**src/rtl/crypto_rng_sequencer.sv**
```systemverilog
// Xorshift32 random-byte sequencer controlled by Nios PIO seed/control words.
// LOAD seeds and warms up the generator, REQ runs a byte generation with a
// 4-phase handshake, CLR_ERR clears the sticky protocol-error flag.
module crypto_rng_sequencer #(
    parameter int unsigned WARMUP_STEPS = 16,
    parameter int unsigned GEN_STEPS    = 8,
    parameter logic [31:0] ZERO_SUB     = 32'h2545F491
) (
    input  logic        clk_clk,
    input  logic        reset_reset_n,
    input  logic [31:0] seed_i,
    input  logic [7:0]  ctrl_i,
    output logic [7:0]  random_o,
    output logic [7:0]  status_o
);

    localparam int unsigned MAX_STEPS = (WARMUP_STEPS > GEN_STEPS) ? WARMUP_STEPS : GEN_STEPS;
    localparam int unsigned CNT_W     = $clog2(MAX_STEPS + 1);

    typedef enum logic [2:0] {
        S_IDLE,
        S_WARMUP,
        S_READY,
        S_GEN,
        S_HOLD
    } state_e;

    state_e             state_q, state_d;
    logic [31:0]        x_q, x_d;
    logic [CNT_W-1:0]   cnt_q, cnt_d;
    logic [7:0]         rnd_q, rnd_d;
    logic               valid_q, valid_d;
    logic               busy_q, busy_d;
    logic               seeded_q, seeded_d;
    logic               err_q, err_d;
    logic [2:0]         ctrl_q;

    logic               load_edge;
    logic               req_edge;
    logic               clr_edge;
    logic               unused_ctrl;

    // One xorshift32 step (13, 17, 5).
    function automatic logic [31:0] xs_step(input logic [31:0] v);
        logic [31:0] t;
        t = v ^ (v << 13);
        t = t ^ (t >> 17);
        t = t ^ (t << 5);
        return t;
    endfunction

    assign load_edge   = ctrl_i[0] & ~ctrl_q[0];
    assign req_edge    = ctrl_i[1] & ~ctrl_q[1];
    assign clr_edge    = ctrl_i[2] & ~ctrl_q[2];
    assign unused_ctrl = ^ctrl_i[7:3];

    // Next-state, datapath and flag logic; LOAD overrides every state.
    always_comb begin
        state_d  = state_q;
        x_d      = x_q;
        cnt_d    = cnt_q;
        rnd_d    = rnd_q;
        valid_d  = valid_q;
        seeded_d = seeded_q;
        err_d    = err_q;

        if (clr_edge) begin
            err_d = 1'b0;
        end

        if (load_edge) begin
            x_d      = (seed_i == 32'h0) ? ZERO_SUB : seed_i;
            seeded_d = 1'b0;
            valid_d  = 1'b0;
            if (WARMUP_STEPS == 0) begin
                // No warmup: generator is usable immediately; a same-cycle REQ is dropped.
                cnt_d    = '0;
                seeded_d = 1'b1;
                state_d  = S_READY;
            end else begin
                cnt_d   = CNT_W'(WARMUP_STEPS);
                state_d = S_WARMUP;
                if (req_edge) begin
                    err_d = 1'b1;
                end
            end
        end else begin
            unique case (state_q)
                S_IDLE: begin
                    if (req_edge) begin
                        err_d = 1'b1;
                    end
                end
                S_WARMUP: begin
                    if (req_edge) begin
                        err_d = 1'b1;
                    end
                    x_d = xs_step(x_q);
                    if (cnt_q <= CNT_W'(1)) begin
                        cnt_d    = '0;
                        seeded_d = 1'b1;
                        state_d  = S_READY;
                    end else begin
                        cnt_d = cnt_q - CNT_W'(1);
                    end
                end
                S_READY: begin
                    if (req_edge) begin
                        cnt_d   = CNT_W'(GEN_STEPS);
                        state_d = S_GEN;
                    end
                end
                S_GEN: begin
                    if (cnt_q != '0) begin
                        x_d   = xs_step(x_q);
                        cnt_d = cnt_q - CNT_W'(1);
                    end else begin
                        rnd_d   = x_q[7:0];
                        valid_d = 1'b1;
                        state_d = S_HOLD;
                    end
                end
                S_HOLD: begin
                    if (!ctrl_i[1]) begin
                        valid_d = 1'b0;
                        state_d = S_READY;
                    end
                end
                default: begin
                    state_d = S_IDLE;
                end
            endcase
        end

        busy_d = (state_d == S_WARMUP) || (state_d == S_GEN);
    end

    // State and output registers with synchronous active-low reset.
    always_ff @(posedge clk_clk) begin
        if (!reset_reset_n) begin
            state_q  <= S_IDLE;
            x_q      <= '0;
            cnt_q    <= '0;
            rnd_q    <= '0;
            valid_q  <= 1'b0;
            busy_q   <= 1'b0;
            seeded_q <= 1'b0;
            err_q    <= 1'b0;
            ctrl_q   <= '0;
        end else begin
            state_q  <= state_d;
            x_q      <= x_d;
            cnt_q    <= cnt_d;
            rnd_q    <= rnd_d;
            valid_q  <= valid_d;
            busy_q   <= busy_d;
            seeded_q <= seeded_d;
            err_q    <= err_d;
            ctrl_q   <= ctrl_i[2:0];
        end
    end

    assign random_o = rnd_q;
    assign status_o = {4'b0000, err_q, seeded_q, busy_q, valid_q};

endmodule

```
**config.mk**
```make
export PLATFORM = sky130hd
export DESIGN_NAME = crypto_rng_sequencer
export DESIGN_NICKNAME = d
export VERILOG_FILES = /design/src/rtl/crypto_rng_sequencer.sv
export SDC_FILE = /design/constraint.sdc
export NUM_CORES = 1
export LEC_CHECK = 0
export CAP_MARGIN = 20
export CELL_PAD_IN_SITES_DETAIL_PLACEMENT = 0
export CELL_PAD_IN_SITES_GLOBAL_PLACEMENT = 1
export CORE_ASPECT_RATIO = 0.9
export CORE_MARGIN = 1
export CORE_UTILIZATION = 36
export DETAILED_ROUTE_END_ITERATION = 12
export PLACE_DENSITY = 0.8
export SYNTH_ARGS = -nofsm -noshare
export SYNTH_HDL_FRONTEND = slang
export SYNTH_SLANG_ARGS = --single-unit
```
**constraint.sdc**
```tcl
create_clock -name clk_clk -period 1.8 [get_ports clk_clk]
set_input_delay 0.27 -clock clk_clk [delete_from_list [all_inputs] [get_ports clk_clk]]
set_output_delay 0.27 -clock clk_clk [all_outputs]
set_load 0.02 [all_outputs]
```
# Word-level counts from Yosys, hierarchy flattened
# Cells that the tools add are included.
# word_totals
word_cells,74
input_bits,42
regBits,55
# op_classes
mux,22
order_cmp,1
reduce_logical,16
bitwise,12
n_eq_ne,12
n_addsub,1
# op_table
operator,count
$mux W32,3
$pmux W32 S2,1
$xor A32 B32 Y32,2
$logic_not A32 Y1,1
$xor A32 B15 Y32,1
$mux W5,4
$mux W3,5
$pmux W3 S5,1
$pmux W5 S3,1
$reduce_and A3 Y1,4
$eq A3 B2 Y1 const B,3
$ne A2 B2 Y1 const B,4
$eq A3 B1 Y1 const B,2
$mux W1,6
$ne A3 B3 Y1 const B,2
$not A1 Y1,6
$reduce_bool A3 Y1,2
$le A5 B1 Y1 const B,1
$reduce_bool A5 Y1,1
$sub A5 B1 Y5 const B,1
$reduce_and A2 Y1,2
$reduce_bool A4 Y1,1
$reduce_or A2 Y1,2
$and A1 B1 Y1,3
5 further kinds,5

# Depth between registers and ports, before layout
# logic_depth
word_depth,7
mapped_depth,9
ltp_nobuf,7

# Least setup slack after synthesis
# Ideal clock, no wire load.
# synth_path
path_type,reg2reg
start,register cnt_q[0]
end,register x_q[28]
t_arrival_ns,1.695
t_required_ns,1.680
setup_slack_ns,-0.014
synth_period_minus_slack_ns,1.814
setup_time_ns,0.120
path_buffers,0
path_stages_with_launch,8
cell_sequence,dfxtp_1 > inv_1 > ha_1 > nor4b_4 > a21oi_2 > nand3_1 > and3_1 > o31a_1
# synth_via
elab_chain_len,3
# synth_lines
element,line_no,rtl
from (decl),30,"logic [CNT_W-1:0] cnt_q, cnt_d;"
from (signal assigned),153,cnt_q <= cnt_d;
$reduce_bool A5 Y1,114,if (cnt_q != '0) begin
$ne A3 B3 Y1 (no line),--,
$reduce_and A2 Y1 (no line),--,
to (signal assigned),142,x_q <= '0;
to (signal assigned),152,x_q <= x_d;
to (decl),29,"logic [31:0] x_q, x_d;"
# No other way between the ends.
# A chain may end at the register's enable or synchronous reset.

# Final worst setup path
# layout_path
start,register cnt_q[0]
end,register x_q[30]
# The elaborated chain is that of the path after synthesis.

==> results.toml <==
[finish]
syn_to_final_growth_pct = 34.4
fillers = 850
diodes = 0
fin_area_mm2 = 0.00449
layout-drive-gt1-share = 0.198
nets = 508

[global_route]
track_usage = 0.194
grt_pass1_wl_um = 14600
first_global_vias = 2781
grt_max_degree = 55
antenna_found_initial = 0
grt_overflow = 0

[worst_setup_path]
worst_setup_path_start_kind = "register"
crit_chain = "inv_2 > ha_2 > nor4b_4 > buf_6 > a21oi_4 > nand3_1 > and3_1 > o31a_1"
cpPeakStageDelay_ns = 0.34
slowest_stage = "dfxtp_2"
crit_required_ns = 2.01
critPathMaxFanout = 6
arrival_ns = 1.97
end_kind = "register"
worstSetupPathType = "register to register"

[detailed_routing]
drt_iter0_drc = 216
routed_wl_um = 9320
drc = 0
postRouteAntennaNets = 0
vias_per_cell = 5.23
vias = 3051
wl_per_cell_um = 16.0
dr.pass1.iters = 5

[clock_network]
cts_num_sinks = 55
cts_root_buf = "clkbuf_8"
cts_tree = "yes"
htree_levels = 2
clock_latency_ns = 0.32
numCtsBuffers = 5
ctsHoldBuffers = 0
cts.clk_slew.worst_paths_ns = 0.10
clockBufferDepth = 2

[timing]
setup_viol = 0
fmax_mhz = 568
slew_violations = 0
final_hold_viol_count = 0
min_period_ns = 1.76
finClkSkew_ns = 0.0142
fin_crit_sh = 0.979
rsz0062_at_grt = "yes"
setup-tns-final_ns = 0
worst_slack_ns = 0.0382

[power]
power_switching_mw = 1.26
p_leak_nw = 1.79
power.density_mw_per_mm2 = 850
vdd_drop_max_mv = 0.503
combPwrFrac = 0.388
power_frac_seq = 0.382
swShare = 0.330
clockPowerShare = 0.230
p_int_mw = 2.56

[placement]
place_ws_ns = -0.279
gp_congestion = 0.908
detailed_place.area_mm2 = 0.00421
hpwl_um = 6830
portBuffers = 48

[floorplan]
num_io_pins = 58
die_area_mm2 = 0.00968
start_util = 0.380
die_w_um = 104
chipHeight_um = 93.4
rows = 32
coreArea_mm2 = 0.00881

[yosys]
synth.most_common_cell = "dfxtp_1"
netlist_area_mm2 = 0.00334
synthFlopType = "dfxtp_1"
post_synth.cell_area_avg_um2 = 8.71
ys_top_cells_by_count = "dfxtp_1, xnor2_1, o21ai_0, nand2_1, nor2_1"
synth_area_leader_cell = "dfxtp_1"
ys_ff_latch = 55
async_flop_share = 0
netlist_instances = 384
synthTopCellsByArea = "dfxtp_1, xnor2_1, xnor3_1"
post_synth_num_cell_types = 50
synth_top_area_frac = 0.329
synth_edf_count = 0
yosys_warnings = 0
yosysSeqAreaShare = 0.329

[status]
status = "finished, final reports clean"

[job]
drv_cap = 0

[min_path]
hold_class = "register to register"
-- layout make-up --
type,count,area [µm²],area share
Clock buffer,6,82.6,0.0184
Clock inverter,2,35.0,0.00780
Tap cell,119,149,0.0331
Sequential cell,55,1100,0.246
Timing Repair Buffer,104,941,0.209
Inverter,7,26.3,0.00585
Multi-Input combinational cell,290,2160,0.480
-- per-stage QoR --
step,utilization,total power [mW],std cells,hold WS (ns)
2_1_floorplan,-,2.43,387,0.392
3_3_place_gp,0.478,2.81,569,0.451
3_5_place_dp,0.478,2.83,569,0.452
4_1_cts,0.493,3.72,578,0.468
5_1_grt,0.510,4.03,583,0.494
6_report,0.510,3.82,583,0.468
-- cell families after synthesis --
family	after synthesis	share of synthesized area
and+or+nand+nor	112	0.180
AOI/OAI and AO/OA	97	0.181
xor gates and xnor gates	65	0.208
DFF	55	0.329
buffers and inverters	43	0.0655
muxes	8	0.0239
adders and majority gates	3	0.0112
other	1	0.00112
-- routing by layer --
metal	wire, µm	vias to the layer above	GRT usage
met5	0	-	0
met4	166	0	0.0616
met3	485	13	0.0314
met2	4090	103	0.293
met1	4580	1455	0.279
li1	-	1480	-
-- final timing paths --
| kind | to | start | depth (start not counted) | slack [ns] |
|---|---|---|---|---|
| min reg2reg | x_q[24] | x_q[24] | 2 | 0.47 |
| min | x_q[24] | x_q[24] | 2 | 0.47 |
| max reg2reg | x_q[30] | cnt_q[0] | 8 | 0.04 |
| max | x_q[30] | cnt_q[0] | 8 | 0.04 |
-- power groups by stage --
| stage | sequential, mW | combinational [mW] | clock [mW] |
|---|---|---|---|
| floorplan | 1.42 | 1.01 | 0 |
| global placement | 1.48 | 1.34 | 0 |
| detailed placement | 1.48 | 1.35 | 0 |
| CTS | 1.45 | 1.37 | 0.894 |
| global route | 1.47 | 1.62 | 0.939 |
| finish | 1.46 | 1.48 | 0.877 |
-- cell usage in the layout (no fill, tap or decap), types with 7 or more instances in the layout --
cell,instances
o21ai_1,12
nor2_1,16
xnor3_1,7
xor2_1,12
mux2i_1,8
dfxtp_1,53
buf_4,50
o31a_1,7
a21oi_1,19
nor2b_1,12
xnor2_1,43
and3_1,7
clkdlybuf4s50_1,48
o21ai_0,26
nor3_1,11
nand2_1,20
and2_1,10
-- worst max-delay path: cells and delay by family (launching register included) --
kind	cells	cell delay [ns]
AOI/OAI and AO/OA	2	0.51
adders and majority gates	1	0.17
buffers and inverters	2	0.18
DFF	1	0.34
and+or+nand+nor	3	0.46
-- repair_timing --
action / in CTS / in global routing
setup endpoints to repair: 14 / 46
pin swaps: 2 / 8
buffers inserted: 0 / 4
resized for setup: 3 / 33
cloned: 1 / 1
-- sequential cells by signal, indices dropped and copies added, names as in the netlist --
name      count
ctrl_q        3
valid_q       1
random_o      8
cnt_q         5
x_q          32
state_q       3
busy_q        1
seeded_q      1
err_q         1
Note: power is estimated with default switching activity, not from simulation.
